**config.mk**
```make
export PLATFORM = sky130hd
export DESIGN_NAME = gray_to_bin_seq
export DESIGN_NICKNAME = d
export VERILOG_FILES = /design/src/rtl/gray_to_bin_seq.sv
export SDC_FILE = /design/constraint.sdc
export NUM_CORES = 1
export LEC_CHECK = 0
export BUFFER_PORTS_ARGS = -buffer_cell sky130_fd_sc_hd__buf_2
export CORE_MARGIN = 5
export CORE_UTILIZATION = 58
export CTS_BUF_LIST = sky130_fd_sc_hd__clkbuf_8 sky130_fd_sc_hd__clkbuf_16
export CTS_CLUSTER_SIZE = 28
export DETAILED_ROUTE_END_ITERATION = 10
export PLACE_DENSITY_LB_ADDON = 0.12
export SLEW_MARGIN = 0
export SYNTH_ARGS = -nofsm -noshare
export SYNTH_HDL_FRONTEND = slang
export SYNTH_SLANG_ARGS = --single-unit
```
**constraint.sdc**
```tcl
create_clock -name clk -period 3.6 [get_ports clk]
set_input_delay 0.72 -clock clk [delete_from_list [all_inputs] [get_ports clk]]
set_output_delay 0.72 -clock clk [all_outputs]
set_load 0.03 [all_outputs]
```
**src/rtl/gray_to_bin_seq.sv**
```systemverilog
// Sequential Gray-to-binary decoder, one bit per clock MSB->LSB, with
// valid/ready on both sides and a step check against the previous word.
module gray_to_bin_seq #(
  parameter int WIDTH = 8
) (
  input  logic             clk,
  input  logic             rst_n,
  input  logic             in_valid,
  output logic             in_ready,
  input  logic [WIDTH-1:0] gray_code,
  output logic             out_valid,
  input  logic             out_ready,
  output logic [WIDTH-1:0] bin_code,
  output logic             step_err
);

  localparam int IW = (WIDTH > 1) ? $clog2(WIDTH) : 1;
  localparam logic [IW-1:0] IDX_LOAD = IW'((WIDTH > 1) ? WIDTH - 2 : 0);

  typedef enum logic [1:0] {IDLE, CONV, HOLD} state_t;

  state_t           state_q;
  logic [WIDTH-1:0] g_q, prev_q, bin_q;
  logic [IW-1:0]    idx_q;
  logic             have_prev_q, err_q, in_ready_q, out_valid_q;

  logic [WIDTH-1:0] diff_d, bin_up_d;
  logic             err_d;

  // Two or more differing bits <=> clearing the lowest set bit leaves something.
  assign diff_d   = gray_code ^ prev_q;
  assign err_d    = have_prev_q && (|(diff_d & (diff_d - WIDTH'(1))));
  assign bin_up_d = bin_q >> 1;

  always_ff @(posedge clk) begin
    if (!rst_n) begin
      state_q     <= IDLE;
      g_q         <= '0;
      prev_q      <= '0;
      bin_q       <= '0;
      idx_q       <= '0;
      have_prev_q <= 1'b0;
      err_q       <= 1'b0;
      in_ready_q  <= 1'b1;
      out_valid_q <= 1'b0;
    end else begin
      case (state_q)
        IDLE: begin
          if (in_valid) begin
            g_q              <= gray_code;
            bin_q[WIDTH-1]   <= gray_code[WIDTH-1];
            prev_q           <= gray_code;
            have_prev_q      <= 1'b1;
            err_q            <= err_d;
            idx_q            <= IDX_LOAD;
            in_ready_q       <= 1'b0;
            if (WIDTH == 1) begin
              state_q     <= HOLD;
              out_valid_q <= 1'b1;
            end else begin
              state_q     <= CONV;
            end
          end
        end
        CONV: begin
          bin_q[idx_q] <= bin_up_d[idx_q] ^ g_q[idx_q];
          idx_q        <= idx_q - IW'(1);
          if (idx_q == '0) begin
            state_q     <= HOLD;
            out_valid_q <= 1'b1;
          end
        end
        HOLD: begin
          if (out_ready) begin
            state_q     <= IDLE;
            out_valid_q <= 1'b0;
            in_ready_q  <= 1'b1;
          end
        end
        default: begin
          state_q     <= IDLE;
          out_valid_q <= 1'b0;
          in_ready_q  <= 1'b1;
        end
      endcase
    end
  end

  assign in_ready  = in_ready_q;
  assign out_valid = out_valid_q;
  assign bin_code  = bin_q;
  assign step_err  = err_q;

endmodule
```
## Yosys cells after proc, flatten, opt, wreduce, memory -nomap -nowiden

Index checks and enable logic that the tools add are counted.

- Output and inout port bits: 11
- Bits in registers: 25
- Logic and storage cells: 55

- $add $sub $neg: 2
- Eq/ne operators: 5
- $lt $le $gt $ge: 2
- Mux-type cells: 21
- Bitwise logic cells: 5
- Reductions and logical operators: 11

Operators by type and width:

| kind | count |
|---|---|
| $reduce_and A3 Y1 | 3 |
| $and A8 B8 Y8 | 1 |
| $bwmux W8 | 1 |
| $mux W1 | 8 |
| $reduce_or A8 Y1 | 1 |
| $sub A8 B1 Y8 const B | 1 |
| $xor A8 B8 Y8 | 1 |
| $bmux W1 S3 | 2 |
| $mux W2 | 3 |
| $ne A2 B2 Y1 const B | 3 |
| $pmux W1 S3 | 2 |
| $pmux W2 S3 | 1 |
| $pmux W3 S2 | 1 |
| $lt A3 B4 Y1 const B | 1 |
| $reduce_and A2 Y1 | 2 |
| $demux W1 S3 | 1 |
| $ge A3 B1 Y1 const B | 1 |
| $logic_not A3 Y1 | 1 |
| $mux W3 | 1 |
| $sub A3 B1 Y3 const B | 1 |
| $eq A2 B1 Y1 const B | 1 |
| $eq A2 B2 Y1 const B | 1 |
| $logic_and A1 B1 Y1 | 2 |
| $logic_not A2 Y1 | 1 |
| other kinds (4) | 5 |

## Logic depth before layout (Yosys ltp)

Gate-level depths: netlist of run 1.

- Depth in word-level cells: 6
- Mapped depth: 7

## Least setup slack after synthesis of run 1

No wires, ideal clock.

- Path type: input-to-reg
- Start: in in_valid
- End: reg err_q, in the netlist step_err
- Required time: 3.475 ns
- Setup slack: 1.854 ns
- Arrival time: 1.621 ns
- Cell stages on the path: 4
- Library setup time: 0.125 ns
- Path through: or3b_2 > clkbuf_1 > a32oi_1 > o21ai_0

- Longest elaborated chain between the ends: 1

RTL lines:

| element | RTL line | source |
|---|---|---|
| start: declaration | 8 | `input logic in_valid,` |
| $reduce_and A2 Y1 (no source line) | n/a |  |
| end signal: assignment | 54 | `err_q <= err_d;` |
| end: declaration | 25 | `logic have_prev_q, err_q, in_ready_q, out_valid_q;` |

No other way between the ends.
A chain may end at the register's enable or synchronous reset.

## Final worst setup path of run 1

- Start: reg idx_q[1]
- End: reg bin_q[5], in the netlist bin_code[5]

- Longest elaborated chain between the ends: 5
- Elaborated cells between the ends (all ways): 11
- Those cells by class: 2 x order compare; 7 x mux; 1 x bitwise; 1 x reduce/logical

RTL lines:

| element | RTL line | source |
|---|---|---|
| start: declaration | 24 | `logic [IW-1:0] idx_q;` |
| start signal: assignment | 67 | `idx_q <= idx_q - IW'(1);` |
| $lt A3 B4 Y1 (implied by the code) or $ge A3 B1 Y1 (tied branches) | 66 | `bin_q[idx_q] <= bin_up_d[idx_q] ^ g_q[idx_q];` |
| $logic_and A1 B1 Y1 (implied by the code) | 66 |  |
| $mux W1 (implied by the code) | 66 |  |
| $demux W1 S3 | 66 |  |
| $bwmux W8 * | 66 |  |
| end signal: indexed assignment | 51 | `bin_q[WIDTH-1] <= gray_code[WIDTH-1];` |
| end signal: indexed assignment | 66 |  |
| end: declaration | 23 | `logic [WIDTH-1:0] g_q, prev_q, bin_q;` |

Every way passes the cells marked *; elsewhere a longest branch is shown, timed or not. The select of a mux whose other input is x is not followed.

==> impl_metrics.yaml, run 1 <==
outcome:
  run_status: "complete, no violations"
power_and_ir_drop:
  ir_drop_mv: 0.364
  power.leakage_nw: 0.597
  p_per_area_nw_per_um2: 451
global_route:
  grt_pass1_vias: 1092
  antenna_found_initial: 0
  grt_pass1_wl_um: 4570
  grt.overflow.total: 0
  grt_usage_pct: 17.6
  grt_max_degree: 27
min_path:
  hold-path-endpoint: "step_err"
  min_path_cells: 2
  hold_path_startpoint: "step_err"
  hold_path.class: "flop to flop"
critical_path:
  crit_path_end_kind: "flop"
  max_stage_delay_ps: 570
  crit_buf_inv: 0
  r2r_end: "bin_code[5]"
  cp-start-kind: "flop"
  cp_cell_sequence: "and2b_2, a2111oi_0, a311oi_1, xor2_1, a21oi_1"
  worstSetupPathType: "flop to flop"
  cp_max_fo: 12
  rr_worst_depth: 5
  cp.arrival_ps: 2320
  slowest_stage: "dfxtp_1"
  setup.worst_path.start: "idx_q[1]"
  reg2reg_slack_ps: 1400
  cp_top_family: "compound AO/OA/AOI/OAI gates"
  worstReg2RegStart: "idx_q[1]"
  cp.required_ps: 3720
cts:
  clk_pin_slew_worst_paths_ps: 90
  cts_root_buffer: "clkbuf_8"
  clock_latency_ps: 270
  cts_made_buffers: 3
  post_cts_buffers: 0
  post_cts_resized: 0
  cts.sinks: 25
  cts_hold_buf: 0
  clk_path_buf_depth: 2
  htree_levels: 1
  cts_tree: "done"
place:
  port_buffers: 22
  gp_congestion: 0.849
  dp_hpwl_um: 1950
synthesis:
  yosysSeqAreaShare_pct: 39.3
  synth.distinct_cells: 35
  yosysWarnings: 0
  synthesis.nets: 165
  netlist_area_um2: 1270
  synth_cells: 151
  synth_seq_cells: 25
  avgSynthCellArea_um2: 8.44
  synth_edf_count: 0
  synth_ff_type: "dfxtp_1"
  async_flop_share_pct: 0
detailed_routing:
  route.detailed.drc: 0
  route.met2.wl_um: 1270
  drt_wl_total_um: 2660
  vias: 1100
  top_layer: "met4"
  drtIter0Drc: 15
  avgViaCountPerCell: 5.56
  met3_length_um: 79
  dr.pass1.iters: 4
  antenna_left: 0
  wl_per_cell_um: 13.4
  met1_length_um: 1250
sta:
  setup_viol: 0
  hold_viol: 0
  post-route-period-util_pct: 61.2
  max_freq_mhz: 454
  tightest_slew_ps: 619
  fin_skew_ps: 5.20
  relSlewSlack_pct: 58.5
  tns_ps: 0
  period_needed_ps: 2200
  rsz0062_at_grt: "no"
  slew_viol_final: 0
finish:
  seqCellArea_um2: 500
  final_nets: 185
  nFillCells: 188
  multi_input_area_um2: 724
  drive_gt1_share_pct: 18.8
  final_util_pct: 66.2
  synthToLayoutAreaGrowth_pct: 11.7
  antenna_cells: 0
run:
  max-cap-violations: 0
floorplan:
  rows: 17
  die_area_um2: 3230
  initial_utilization_pct: 59.3
  core_area_um2: 2150
  die_h_um: 56.9
  io_pins: 23
  die_w_um: 56.9
synth_stat cells, types with 2 or more instances:
master / instances / area, um^2
clkbuf_1: 5 / 18.8
o21a_1: 2 / 15.0
nand2_1: 27 / 101
o21ai_0: 14 / 70.1
inv_1: 2 / 7.51
a32oi_1: 2 / 17.5
xor2_1: 6 / 52.6
a21oi_1: 11 / 55.1
nand3b_1: 2 / 15.0
ha_1: 2 / 25.0
a21boi_0: 8 / 60.1
nor2b_1: 4 / 25.0
xnor2_1: 3 / 26.3
nand2b_1: 2 / 12.5
mux4_2: 2 / 45.0
buf_6: 2 / 22.5
dfxtp_1: 25 / 500
nor3_1: 4 / 20.0
nor2_1: 12 / 45.0
state kept, by name, summed over array words and instances (netlist names):
register / count
have_prev_q: 1
out_valid: 1
prev_q: 8
in_ready: 1
state_q: 2
step_err: 1
bin_code: 8
idx_q: 3
final cells by class:
cell class	count	share of cell area, %
Multi-Input combinational cell	117	50.9
Clock inverter	1	0.264
Sequential cell	25	35.2
Clock buffer	3	2.90
Inverter	2	0.528
Tap cell	28	2.46
Timing Repair Buffer	22	7.74
worst max-delay path by stage:
stage	endpoint	slack [ps]	depth (start not counted)
3_5_place_dp	bin_code[5]	1400	5
3_3_place_gp	bin_code[0]	1580	5
5_1_grt	bin_code[5]	1230	5
2_1_floorplan	step_err	1850	4
6_report	bin_code[5]	1400	5
4_1_cts	bin_code[5]	1420	5
where the power goes:
group | leakage [nW] | switching, mW | internal, mW | total [mW]
sequential | 0.205 | 0.0290 | 0.299 | 0.328
clock | 0.0269 | 0.0866 | 0.0763 | 0.163
combinational | 0.366 | 0.0898 | 0.0600 | 0.150
metrics by stage:
stage               hold slack (ps)  power, mW  area [um^2]  worst slack (ps)  std cells
finish                          493      0.641         1420              1400        198
global route                    522      0.679         1420              1230        198
CTS                             496      0.644         1420              1420        198
global placement                451      0.478         1380              1580        194
detailed placement              473      0.484         1380              1400        194
floorplan                       440      0.448         1270              1850        151
cell usage in the layout (no fill, tap or decap), drive strengths merged:
cell type	netlist	final
nand3b	2	2
a2111oi	1	1
nor3	4	4
nand4	1	1
and2b	1	1
a311oi	1	1
nor3b	1	1
nor2b	4	4
nor2	12	12
a21boi	8	8
xor2	6	6
mux4	2	2
o211ai	1	1
or3b	1	1
a32oi	2	2
dfxtp	25	25
o21a	2	2
buf	2	22
nand2	27	27
nand3	1	1
and3	1	1
o211a	1	1
mux2	2	2
or2b	1	1
o21ai	14	14
clkbuf	5	3
o22ai	1	1
inv	2	3
mux2i	1	1
ha	2	2
a21oi	11	11
and2	1	1
nand2b	2	2
xnor2	3	3
layer usage:
metal | up-vias | GRT usage [%]
met1 | 506 | 21.7
li1 | 564 | -
met5 | - | 0
met3 | 8 | 3.68
met2 | 22 | 29.7
met4 | 0 | 7.28
tightest hold or removal path, cell delays in order, from the launching register on:
cell	delay, ps
dfxtp_1	330
a32oi_1	80
o21ai_0	60
logic make-up after synthesis:
family | synth area share, %
compound gates | 20.3
mux | 6.38
fa+ha+maj | 1.96
flops | 39.3
simple gates | 22.0
xor+xnor | 6.19
buf+inv | 3.83
(Power assumes the default switching activity.)
==> run 2, diff against run 1 <==
ABC_AREA = 1   (was unset)
CORE_UTILIZATION = 55   (was 58)
clock period = 2.2 ns   (was 3.6 ns; I/O delays follow)
==> run 2 against run 1 <==
First-iteration DRC count increased to 5.1 times the previous value. Power is 79% higher. Area after synthesis grew 11%. Synthesized cell count rose by 36%.
==> impl_metrics.yaml, run 2 <==
finish:
  seqCellArea_um2: 500
  nFillCells: 227
  multi_input_area_um2: 768
  final_util_pct: 64.6
  drive_gt1_share_pct: 24.3
  layout_common_cells: "49 x nand2_1, 29 x inv_1, 25 x dfxtp_1"
  antenna_cells: 0
  final_nets: 245
  final_common_cell: "nand2_1"
  synthToLayoutAreaGrowth_pct: 13.0
detailed_routing:
  dr.pass1.iters: 4
  route.detailed.drc: 0
  avgViaCountPerCell: 5.12
  wl_per_cell_um: 11.7
  vias: 1332
  drt_wl_total_um: 3030
  antenna_left: 0
  drtIter0Drc: 77
synthesis:
  async_flop_share_pct: 0
  synth.most_common_cell: "nand2_1"
  synth_seq_cells: 25
  avgSynthCellArea_um2: 6.88
  synth_top_cell_by_area: "dfxtp_1"
  synthesis.nets: 220
  yosys.area.top_type_share_pct: 35.3
  yosysWarnings: 0
  synth.distinct_cells: 29
  synth_area_leaders: "dfxtp_1 35%, nand2_1 13%, inv_1 7.7%"
  synth_cells: 206
  synth_ff_type: "dfxtp_1"
  yosysSeqAreaShare_pct: 35.3
  synth_edf_count: 0
  synth_common_cells: "49 x nand2_1, 29 x inv_1, 25 x dfxtp_1"
  netlist_area_um2: 1420
sta:
  fin_skew_ps: 6.49
  post-route-period-util_pct: 75.0
  max_freq_mhz: 606
  setup_viol: 0
  tns_ps: 0
  relSlewSlack_pct: 66.5
  slew_viol_final: 0
  hold_viol: 0
  rsz0062_at_grt: "no"
  period_needed_ps: 1650
  tightest_slew_ps: 502
power_and_ir_drop:
  power.internal_mw: 0.734
  swShare_pct: 36.1
  comb_power_share_pct: 29.8
  p_per_area_nw_per_um2: 717
  ir_drop_mv: 0.407
  p_seq_share_pct: 46.3
  p_total_mw: 1.15
  p_clk_share_pct: 23.9
  power_switching_mw: 0.415
  power.leakage_nw: 0.737
min_path:
  hold_path_startpoint: "out_ready"
  hold_path.class: "input pin to flop"
cts:
  clock_latency_ps: 270
  clk_pin_slew_worst_paths_ps: 90
  cts_tree: "done"
  cts_made_buffers: 3
  post_cts_resized: 0
  post_cts_buffers: 0
  clk_path_buf_depth: 2
  htree_levels: 1
  cts_hold_buf: 0
  cts.sinks: 25
  cts_root_buffer: "clkbuf_8"
critical_path:
  cp-start-kind: "flop"
  setup.worst_path.start: "idx_q[0]"
  slowest_stage: "dfxtp_1"
  cp.required_ps: 2360
  max_stage_delay_ps: 640
  cp_max_fo: 13
  cp_cell_sequence: "inv_2, o211ai_1, nand2_2, nor2_2, nand2_4, nand2_4, a21oi_2"
  crit_path_end_kind: "flop"
  path_common_cell: "nand2_4"
  worstSetupPathType: "flop to flop"
  cp.arrival_ps: 1810
  worstReg2RegStart: "idx_q[0]"
global_route:
  grt.overflow.total: 0
  grt_pass1_wl_um: 5240
  grt_usage_pct: 18.6
  antenna_found_initial: 0
  grt_pass1_vias: 1194
  grt_max_degree: 21
floorplan:
  io_pins: 23
  rows: 18
  core_area_um2: 2480
  die_h_um: 60.8
  die_area_um2: 3690
  initial_utilization_pct: 57.2
  die_w_um: 60.8
place:
  dp_hpwl_um: 2320
  port_buffers: 22
  gp_congestion: 0.880
run:
  max-cap-violations: 0
outcome:
  run_status: "complete, no violations"
[run 2: cell count changes in the layout (fill, tap and decap cells not counted), sizes merged, moves of 3 or more]
cell,before,now
xor2,6,2
nor2b,4,0
nor2,12,29
o211ai,1,5
o21ai,14,17
nor3,4,0
nand3,1,7
nand2,27,56
a21boi,8,0
a21oi,11,20
inv,3,32
[run 2: worst paths after layout]
kind	endpoint	slack [ps]	cells past startpoint
setup / recovery	bin_code[5]	550	7
hold / removal	state_q[1]	440	4
setup reg to reg	bin_code[5]	550	7
hold reg to reg	have_prev_q	460	2
[run 2: routing by layer]
| metal | up-vias | track usage, % | share of wire [%] | routed length [um] |
|---|---|---|---|---|
| li1 | 702 | - | - | - |
| met4 | 0 | 7.74 | 1.8 | 55 |
| met1 | 592 | 24.2 | 48 | 1450 |
| met2 | 31 | 30.8 | 47 | 1420 |
| met5 | - | 0 | 0 | 0 |
| met3 | 7 | 2.77 | 3.6 | 109 |
[run 2: worst max-delay path: cells and delay by family, from the launching register on]
kind            cells  cell delay (ps)
buf+inv             1              170
compound gates      2              290
simple gates        4              430
flops               1              640
[run 2: final cells by class]
class | count | area share (%)
Timing Repair Buffer | 24 | 7.81
Clock buffer | 3 | 2.58
Tap cell | 30 | 2.34
Inverter | 33 | 7.73
Sequential cell | 25 | 31.2
Clock inverter | 1 | 0.312
Multi-Input combinational cell | 144 | 48.0
[run 2: stage by stage]
step           worst slack, ps  area (um^2)  hold slack [ps]  instances
3_5_place_dp               582         1560              451        256
3_3_place_gp               673         1560              436        256
4_1_cts                    556         1600              429        260
5_1_grt                    347         1600              466        260
2_1_floorplan              961         1420              436        206
6_report                   550         1600              438        260
[run 2: kinds of logic (layout without fill, tap and decap cells)]
group,Yosys count,after routing,synth area share [%]
simple gates,93,93,29.3
fa+ha+maj,2,2,1.76
flops,25,25,35.3
compound gates,46,46,21.3
buf+inv,37,61,10.5
xor+xnor,3,3,1.85
[run 2: power by group through the flow]
stage / combinational (mW) / sequential (mW) / clock [mW]
detailed placement: 0.340 / 0.542 / 0
global placement: 0.330 / 0.540 / 0
floorplan: 0.250 / 0.555 / 0
finish: 0.342 / 0.532 / 0.275
global route: 0.384 / 0.539 / 0.301
CTS: 0.343 / 0.532 / 0.284
